## config.mk

```make
export PLATFORM = sky130hd
export DESIGN_NAME = mem_access_unit
export DESIGN_NICKNAME = d
export VERILOG_FILES = /design/src/rtl/mem_access_unit_pkg.sv /design/src/rtl/mem_access_unit_load_align.sv /design/src/rtl/mem_access_unit.sv
export SDC_FILE = /design/constraint.sdc
export NUM_CORES = 1
export LEC_CHECK = 0
export BUFFER_PORTS_ARGS = -buffer_cell sky130_fd_sc_hd__buf_2
export CORE_UTILIZATION = 52
export DETAILED_ROUTE_END_ITERATION = 7
export HOLD_SLACK_MARGIN = 0.12
export PLACE_DENSITY = 0.89
export SLEW_MARGIN = 20
export SYNTH_ARGS = -nofsm -noshare
export SYNTH_HDL_FRONTEND = slang
export SYNTH_HIERARCHICAL = 1
export SYNTH_SLANG_ARGS = --single-unit
```

## constraint.sdc

```tcl
create_clock -name clk -period 9.86 [get_ports clk]
set_clock_uncertainty 0.05 [all_clocks]
set_input_delay 2.465 -clock clk [delete_from_list [all_inputs] [get_ports clk]]
set_output_delay 2.465 -clock clk [all_outputs]
set_load 0.1 [all_outputs]
```

## src/rtl/mem_access_unit_pkg.sv

```systemverilog
// mem_access_unit_pkg: shared widths, size codes, FSM states and alignment helper
package mem_access_unit_pkg;
  localparam int WORD = 64;
  typedef enum logic [1:0] {SZ_B, SZ_H, SZ_W, SZ_D} size_t;
  typedef enum logic [1:0] {IDLE, REQ, RESP, ERR} state_t;
  function automatic logic is_aligned(input logic [2:0] a, input size_t s);
    return s == SZ_B ? 1'b1 : s == SZ_H ? !a[0] : s == SZ_W ? a[1:0] == 2'b00 : a == 3'b000;
  endfunction
endpackage

```

## src/rtl/mem_access_unit_load_align.sv

```systemverilog
// mem_access_unit_load_align: selects the addressed lane of a read doubleword and extends it
//   i_rdata  read doubleword      i_off  byte offset within the doubleword
//   i_size   access size          i_sext sign-extend (ignored for dword)
//   o_data   extended load value
module mem_access_unit_load_align
  import mem_access_unit_pkg::*;
(
  input  logic [WORD-1:0] i_rdata,
  input  logic [2:0]      i_off,
  input  size_t           i_size,
  input  logic            i_sext,
  output logic [WORD-1:0] o_data
);
  logic [WORD-1:0] w_sh;
  // Accesses are aligned, so shifting by the byte offset lands any lane at bit 0.
  assign w_sh = i_rdata >> {i_off, 3'b000};
  assign o_data = i_size == SZ_B ? {{56{i_sext & w_sh[7]}}, w_sh[7:0]} :
                  i_size == SZ_H ? {{48{i_sext & w_sh[15]}}, w_sh[15:0]} :
                  i_size == SZ_W ? {{32{i_sext & w_sh[31]}}, w_sh[31:0]} : w_sh;
endmodule

```

## src/rtl/mem_access_unit.sv

```systemverilog
// mem_access_unit: LEGv8 memory stage driving a 64-bit ready/valid data-memory bus
//   control in : start, mem_read, mem_write, size, sign_ext, address, store_data
//   status out : busy, done, load_data, misaligned, bus_error
//   bus        : mem_req, mem_we, mem_addr, mem_wdata, mem_wstrb out; mem_ready, mem_rdata in
module mem_access_unit
  import mem_access_unit_pkg::*;
#(
  parameter int TIMEOUT = 256
) (
  input  logic            clk,
  input  logic            reset,
  input  logic            start,
  input  logic            mem_read,
  input  logic            mem_write,
  input  logic [1:0]      size,
  input  logic            sign_ext,
  input  logic [WORD-1:0] address,
  input  logic [WORD-1:0] store_data,
  output logic            busy,
  output logic            done,
  output logic [WORD-1:0] load_data,
  output logic            misaligned,
  output logic            bus_error,
  output logic            mem_req,
  output logic            mem_we,
  output logic [WORD-1:0] mem_addr,
  output logic [WORD-1:0] mem_wdata,
  output logic [7:0]      mem_wstrb,
  input  logic            mem_ready,
  input  logic [WORD-1:0] mem_rdata
);
  localparam int CW = $clog2(TIMEOUT);
  state_t r_state, w_state_n;
  logic [CW-1:0] r_cnt, w_cnt_n;
  logic [2:0] r_off, w_off_n;
  size_t r_size, w_size_n, w_size;
  logic r_sext, w_sext_n;
  logic w_done_n, w_mis_n, w_berr_n, w_req_n, w_we_n;
  logic [WORD-1:0] w_addr_n, w_wdata_n, w_load_n, w_load, w_wdata;
  logic [7:0] w_wstrb_n, w_wstrb;
  assign w_size = size_t'(size);
  assign w_wdata = w_size == SZ_B ? {8{store_data[7:0]}} :
                   w_size == SZ_H ? {4{store_data[15:0]}} :
                   w_size == SZ_W ? {2{store_data[31:0]}} : store_data;
  assign w_wstrb = w_size == SZ_B ? 8'h01 << address[2:0] :
                   w_size == SZ_H ? 8'h03 << address[2:0] :
                   w_size == SZ_W ? 8'h0F << address[2:0] : 8'hFF;
  mem_access_unit_load_align u_align (
    .i_rdata (mem_rdata),
    .i_off   (r_off),
    .i_size  (r_size),
    .i_sext  (r_sext),
    .o_data  (w_load)
  );
  always_comb begin
    w_state_n = r_state;
    w_cnt_n   = r_cnt;
    w_off_n   = r_off;
    w_size_n  = r_size;
    w_sext_n  = r_sext;
    w_done_n  = 1'b0;
    w_mis_n   = 1'b0;
    w_berr_n  = 1'b0;
    w_req_n   = mem_req;
    w_we_n    = mem_we;
    w_addr_n  = mem_addr;
    w_wdata_n = mem_wdata;
    w_wstrb_n = mem_wstrb;
    w_load_n  = load_data;
    case (r_state)
      IDLE: if (start && (mem_read || mem_write)) begin
        if (mem_read && mem_write) begin
          w_state_n = ERR;
          w_berr_n  = 1'b1;
        end else if (!is_aligned(address[2:0], w_size)) begin
          w_state_n = ERR;
          w_mis_n   = 1'b1;
        end else begin
          w_state_n = REQ;
          w_cnt_n   = '0;
          w_req_n   = 1'b1;
          w_we_n    = mem_write;
          w_addr_n  = {address[WORD-1:3], 3'b000};
          w_wdata_n = w_wdata;
          w_wstrb_n = mem_write ? w_wstrb : 8'h00;
          w_off_n   = address[2:0];
          w_size_n  = w_size;
          w_sext_n  = sign_ext;
        end
      end
      REQ: if (mem_ready) begin
        w_state_n = RESP;
        w_req_n   = 1'b0;
        w_we_n    = 1'b0;
        w_done_n  = 1'b1;
        w_load_n  = mem_we ? load_data : w_load;
      end else if (r_cnt == CW'(TIMEOUT - 1)) begin
        w_state_n = ERR;
        w_req_n   = 1'b0;
        w_we_n    = 1'b0;
        w_berr_n  = 1'b1;
      end else begin
        w_cnt_n = r_cnt + 1'b1;
      end
      default: w_state_n = IDLE;
    endcase
  end
  always_ff @(posedge clk or posedge reset)
    if (reset) begin
      r_state    <= IDLE;
      r_cnt      <= '0;
      r_off      <= '0;
      r_size     <= SZ_B;
      r_sext     <= 1'b0;
      busy       <= 1'b0;
      done       <= 1'b0;
      misaligned <= 1'b0;
      bus_error  <= 1'b0;
      mem_req    <= 1'b0;
      mem_we     <= 1'b0;
      mem_addr   <= '0;
      mem_wdata  <= '0;
      mem_wstrb  <= '0;
      load_data  <= '0;
    end else begin
      r_state    <= w_state_n;
      r_cnt      <= w_cnt_n;
      r_off      <= w_off_n;
      r_size     <= w_size_n;
      r_sext     <= w_sext_n;
      busy       <= w_state_n != IDLE;
      done       <= w_done_n;
      misaligned <= w_mis_n;
      bus_error  <= w_berr_n;
      mem_req    <= w_req_n;
      mem_we     <= w_we_n;
      mem_addr   <= w_addr_n;
      mem_wdata  <= w_wdata_n;
      mem_wstrb  <= w_wstrb_n;
      load_data  <= w_load_n;
    end
endmodule
```

==> results of run 1 <==
layout make-up:
class	count	area, um2	share of cell area (%)
multi-input combinational	680	6840	43.42
sequential	219	5487	34.83
timing repair buffer	415	2107	13.37
clock buffer	35	693.2	4.400
tap	324	405.4	2.573
clock inverter	10	153.9	0.9769
inverter	10	45.04	0.2859
antenna	9	22.52	0.1430
worst max-delay path, cell delays in order:
cell,delay [ns]
buf_2,0.10
buf_4,0.37
o21ai_0,0.53
o22ai_4,0.19
nor2_4,0.79
buf_4,0.94
mux2_2,0.42
kinds of logic after synthesis:
logic type                 share of synthesized area, %
muxes                                             35.40
DFF                                               42.68
AOI/OAI and AO/OA                                 10.09
and+or+nand+nor                                   6.470
buffers and inverters                             4.287
adders and majority gates                        0.9744
other                                           0.02920
xor gates and xnor gates                        0.06822
cells in the mapped netlist, drive strengths merged, types with 3 or more instances:
cell type and n:
o2bb2ai 8, clkbuf 26, o211ai 45, nand3 20, buf 62, a21oi 26, nor4 11, o21ai 35
mux4 35, a211oi 3, inv 9, mux2i 60, a21o 4, a31oi 5, nor2b 28, nor2 32
nand2 17, dfrtp 219, a22oi 25, nand2b 15, mux2 248, o22a 3, and3 8, ha 10
o31ai 10
placed cells by master (no fill, tap or decap), types with 3 or more instances in the layout:
cell / Yosys / final
buf_2: 34 / 403
dfrtp_1: 219 / 216
mux2_2: 151 / 151
mux2_4: 97 / 97
mux2i_1: 60 / 60
o211ai_1: 35 / 35
mux4_2: 35 / 35
o21ai_0: 34 / 34
nor2_1: 31 / 31
nor2b_1: 28 / 27
a21oi_1: 26 / 26
a22oi_1: 25 / 25
clkbuf_16: 0 / 25
nand2_1: 17 / 17
nand2b_1: 15 / 15
buf_4: 7 / 12
nand3_1: 10 / 10
nor4_1: 10 / 10
o31ai_1: 10 / 10
ha_1: 10 / 10
o211ai_2: 10 / 10
nand3_2: 10 / 10
diode_2: 0 / 9
and3_1: 8 / 8
inv_1: 9 / 8
o2bb2ai_1: 8 / 8
clkbuf_1: 25 / 7
a31oi_1: 5 / 5
a21o_1: 4 / 4
o22a_1: 3 / 3
conb_1: 1 / 3
clkinv_4: 0 / 3
bufinv_16: 0 / 3
clkbuf_8: 0 / 3
worst max path at each step:
stage | start | endpoint | slack (ns)
floorplan | reset | bus_error | 1.35
global placement | size[1] | mem_addr[5] | 3.93
detailed placement | size[1] | mem_addr[12] | 3.81
CTS | size[1] | mem_addr[12] | 4.36
global route | size[1] | mem_addr[12] | 4.17
finish | size[1] | mem_addr[12] | 4.33
metrics by stage:
| stage | util (%) | worst slack [ns] |
|---|---|---|
| finish | 64.97 | 4.328 |
| global route | 64.97 | 4.172 |
| CTS | 64.87 | 4.363 |
| detailed placement | 61.37 | 3.810 |
| global placement | 61.37 | 3.932 |
| floorplan | - | 1.352 |
registers in the layout, summed over array words and instances (netlist names):
signal      cells
bus_error       1
busy            1
done            1
load_data      64
mem_addr       61
mem_req         1
mem_wdata      64
mem_we          1
mem_wstrb       8
misaligned      1
r_cnt           8
r_off           3
r_sext          1
r_size          2
r_state         2
layer usage:
metal | vias to the layer above | wire length (um)
met5 | - | 0
met4 | 0 | 1870
met3 | 131 | 3474
met2 | 638 | 18510
met1 | 5027 | 14540
li1 | 4439 | -
==> results.md, run 1 <==
- Synthesized flop and latch total: 219
- Filler cell count: 1790
- CTS root buffer: clkbuf_16
- Post-Synthesis Cells: 995
- Setup slack, reg-to-reg: 6.50 ns
- Syn_area_per_cell: 12.91 um2
- RSZ-0062 raised after global routing: no
- CTS tree: built
- Initial antenna violation count: 9
- Most used routing layer: met2
- Top cell type's share of synthesized area: 42.68%
- Crit. End Element: register
- Top_reg_cell synth: dfrtp_1
- Min-Delay Startpoint: load_data[8]
- Die Y-Extent: 159.1 um
- Gr usage total: 29.47%
- I/O pins: 407
- Register area share after synthesis: 42.68%
- CTS Buffer Depth: 3
- F_max: 180.8 MHz
- Worst-margin pin slew: 1.100 ns
- Row count: 57
- Hold endpoint: load_data[8]
- Num CTS Buffers: 25
- Worst Reg-to-Reg Cells: 5
- H-tree depth: 1
- Layout Cells excl Fill: 1702
- Tcrit/Tclk final: 56.11%
- Hold Fails Final Rpt: 0
- Drt wl/cell: 22.56 um
- Layout net count: 1562
- Crit path DAT: 5.90 ns
- Outcome: completed
- Synthesis Warnings: 6
- Synth-to-layout area growth: 22.68%
- Post-Route WL: 38400 um
- Library cells used by synthesis: 63
- First-pass GRT wire length: 59000 um
- Pins Over Slew Limit: 0
- Clock-pin slew on the worst setup and hold paths: 0.06 ns
- Starting DRC count in detailed routing: 859
- Area of the core: 24250 um2
- CP startpoint kind: primary input
- Post-detail-place hpwl: 27160 um
- Grt ovf: 0
- Asr flop ratio synth: 100.0%
- Vias in the first global route: 10460
- Initial Util: 52.96%
- Worst EP required: 10.23 ns
- Vias/cell: 6.014
- Final instance area: 15750 um2
- # resized after CTS: 0
- Tmin final: 5.532 ns
- # DRC: 0
- RD Place Congestion: 0.9395
- Max Cap Viol: 0
- Worst reg2reg startpoint: r_state[0]
- Final setup violation count: 0
- Sink Count: 219
- DP Area: 14880 um2
- Post-synthesis instance area: 12840 um2
- Number of port buffers: 403
- Slew HR: 26.37%
- Worst min path class: register to register
- DRT antenna net count: 0
- Via count: 10240
- Worst reg2reg endpoint: mem_addr[12]
- GR Layer Usage met2: 48.60%
- Met3 usage: 6.799%
- Crit Path Max Fanout: 86
- Chip Width: 159.1 um
- Largest net degree at the start of global routing: 87
- Dpl cells: 1648
- Critical path class: primary input to register
- Most area-consuming cells after synthesis: dfrtp_1 (43%), mux2_2 (13%), mux2_4 (11%), mux4_2 (6.1%), mux2i_1 (4.7%)
- Area leader, netlist: dfrtp_1
- Total die area: 25330 um2
- Post-CTS Setup Inserts: 0
- Number of synthesized flops with an enable pin: 0
- Share of layout cells above drive strength 1: 56.46%
- Clock latency on the worst-skew pair: 0.53 ns
- Met1 Usage GRT: 36.33%
- Hold_buf cts: 0
- TNS Setup: 0 ns
- Hold path cells: 1
- Drt first pass iters: 5
- Hold WS: 0.4509 ns
Power of run 1 is not shown: default switching activity piles up to over one toggle a cycle in this logic, so the estimate is an artifact.
==> run 2, diff against run 1 <==
- CORE_UTILIZATION: 52 -> 47
- PLACE_DENSITY: 0.89 -> 0.85
- clock period: 9.86 -> 5.07 ns (I/O delays scaled with it)
==> run 2 against run 1 <==
Against the previous run:
- utilization shrank 5.9 points
- final cell count increased by 1.1%
- sequential cell count did not move
- first-iteration DRC count rose by 3.3%
- count of clock-buffer cells in the layout shrank 5
- sequential share of layout area decreased by 0.25 points
- worst hold slack worse by 0.018 ns
- register-to-register slack worse by 4.8 ns
- critical path depth shrank 1
- die area grew 10%
- design area grew 0.72%
- critical path type is now register to register
- critical endpoint is now load_data[58]
- largest cell class unchanged
- highest routed layer is now met5
==> results.md, run 2 (same netlist as run 1, synthesis figures left out) <==
- Outcome: completed
- Initial Util: 47.78%
- Largest net degree at the start of global routing: 114
- Crit path DAT: 3.77 ns
- I/O pins: 407
- CTS tree: built
- Share of layout cells above drive strength 1: 57.10%
- Worst min path class: register to register
- Worst reg2reg startpoint: r_off[0]
- Clock-pin slew on the worst setup and hold paths: 0.06 ns
- First-pass GRT wire length: 58520 um
- Area of the core: 26880 um2
- Crit. End Element: register
- Most frequent cells in the layout: buf_2 (402), dfrtp_1 (216), mux2_2 (151), mux2_4 (97), mux2i_1 (60)
- RD Place Congestion: 0.9301
- Hold endpoint: mem_req
- Number of port buffers: 403
- Post-CTS Setup Inserts: 0
- Drt wl/cell: 22.17 um
- Post-detail-place hpwl: 27480 um
- Slew HR: 28.63%
- Dpl cells: 1669
- Row count: 60
- Multi-input gate area: 6838 um2
- Top Registers: load_data x64, mem_wdata x64, mem_addr x61
- Worst EP required: 5.47 ns
- Critical path class: register to register
- Starting DRC count in detailed routing: 887
- Crit Path Max Fanout: 70
- Tmin final: 3.373 ns
- Via count: 10150
- Worst-margin pin slew: 1.071 ns
- Hold path cells: 1
- H-tree depth: 1
- Sink Count: 219
- Pins Over Slew Limit: 0
- Critical path startpoint: r_off[0]
- Synth-to-layout area growth: 23.57%
- Final setup violation count: 0
- Layout Cells excl Fill: 1720
- Num CTS Buffers: 25
- Die Y-Extent: 167.3 um
- RSZ-0062 raised after global routing: no
- Min-Delay Startpoint: mem_req
- Clock latency on the worst-skew pair: 0.52 ns
- Chip Width: 167.3 um
- CTS root buffer: clkbuf_16
- Hold Fails Final Rpt: 0
- TNS Setup: 0 ns
- Grt ovf: 0
- Setup slack, reg-to-reg: 1.70 ns
- Seq. cell area: 5487 um2
- Layout net count: 1566
- Worst reg2reg endpoint: load_data[58]
- Total die area: 27990 um2
- Drt first pass iters: 5
- # DRC: 0
- Post-Route WL: 38120 um
- # resized after CTS: 0
- Hold_buf cts: 0
- Commonest non-fill, non-tap cell in the layout: buf_2
- Gr usage total: 26.57%
- F_max: 296.4 MHz
- Filler cell count: 2127
- Vias in the first global route: 10360
- Vias/cell: 5.902
- Initial antenna violation count: 9
- CTS Buffer Depth: 3
- Tcrit/Tclk final: 66.54%
- CP startpoint kind: register
- Max Cap Viol: 0
- DRT antenna net count: 0
- Worst Reg-to-Reg Cells: 6
## run 2: changes by cell type in the layout (fill, tap and decap cells not counted), moves of 2 or more
cell        delta
clkinv_2       +5
buf_12         +4
clkinvlp_4     +3
clkbuf_1       -6
clkinv_4       -2
diode_2        -3
## run 2: cell type report
type | instances | share of cell area [%]
antenna | 6 | 0.09462
clock buffer | 30 | 4.313
clock inverter | 15 | 1.175
inverter | 10 | 0.2602
multi-input combinational | 680 | 43.09
sequential | 219 | 34.58
tap | 341 | 2.689
timing repair buffer | 419 | 13.80
## run 2: how the worst max path moves through the flow
| stage | slack (ns) | cells after the start | to |
|---|---|---|---|
| final | 1.70 | 6 | load_data[58] |
| after global routing | 1.50 | 6 | load_data[52] |
| after CTS | 1.69 | 6 | load_data[58] |
| after detailed placement | 1.36 | 8 | mem_addr[19] |
| after global placement | 1.42 | 7 | load_data[53] |
| after floorplan | 0.90 | 1 | bus_error |
## run 2: worst max-delay path: stages, from the launching register on
cell	delay [ns]
dfrtp_4	1.10
nor2b_1	0.10
a22o_1	0.29
or4_2	1.09
buf_4	0.35
o211ai_1	0.09
mux2_2	0.18
## run 2: through the flow
| stage | instance area [um2] | setup WS [ns] | util, % | hold slack, ns |
|---|---|---|---|---|
| after floorplan | 12850 | 0.8984 | - | 0.4181 |
| after global placement | 14980 | 1.420 | 55.74 | 0.4111 |
| after detailed placement | 14980 | 1.361 | 55.74 | 0.4145 |
| after CTS | 15850 | 1.690 | 58.99 | 0.4362 |
| after global routing | 15870 | 1.503 | 59.04 | 0.4480 |
| final | 15870 | 1.697 | 59.04 | 0.4328 |
## run 2: routing by layer
layer	vias up	track usage, %	share of wire (%)
li1	4451	-	-
met1	5060	32.03	38
met2	528	45.83	50
met3	109	5.696	8.0
met4	4	11.49	4.6
met5	-	0	0.089
Power of run 2 is left out for the same reason.
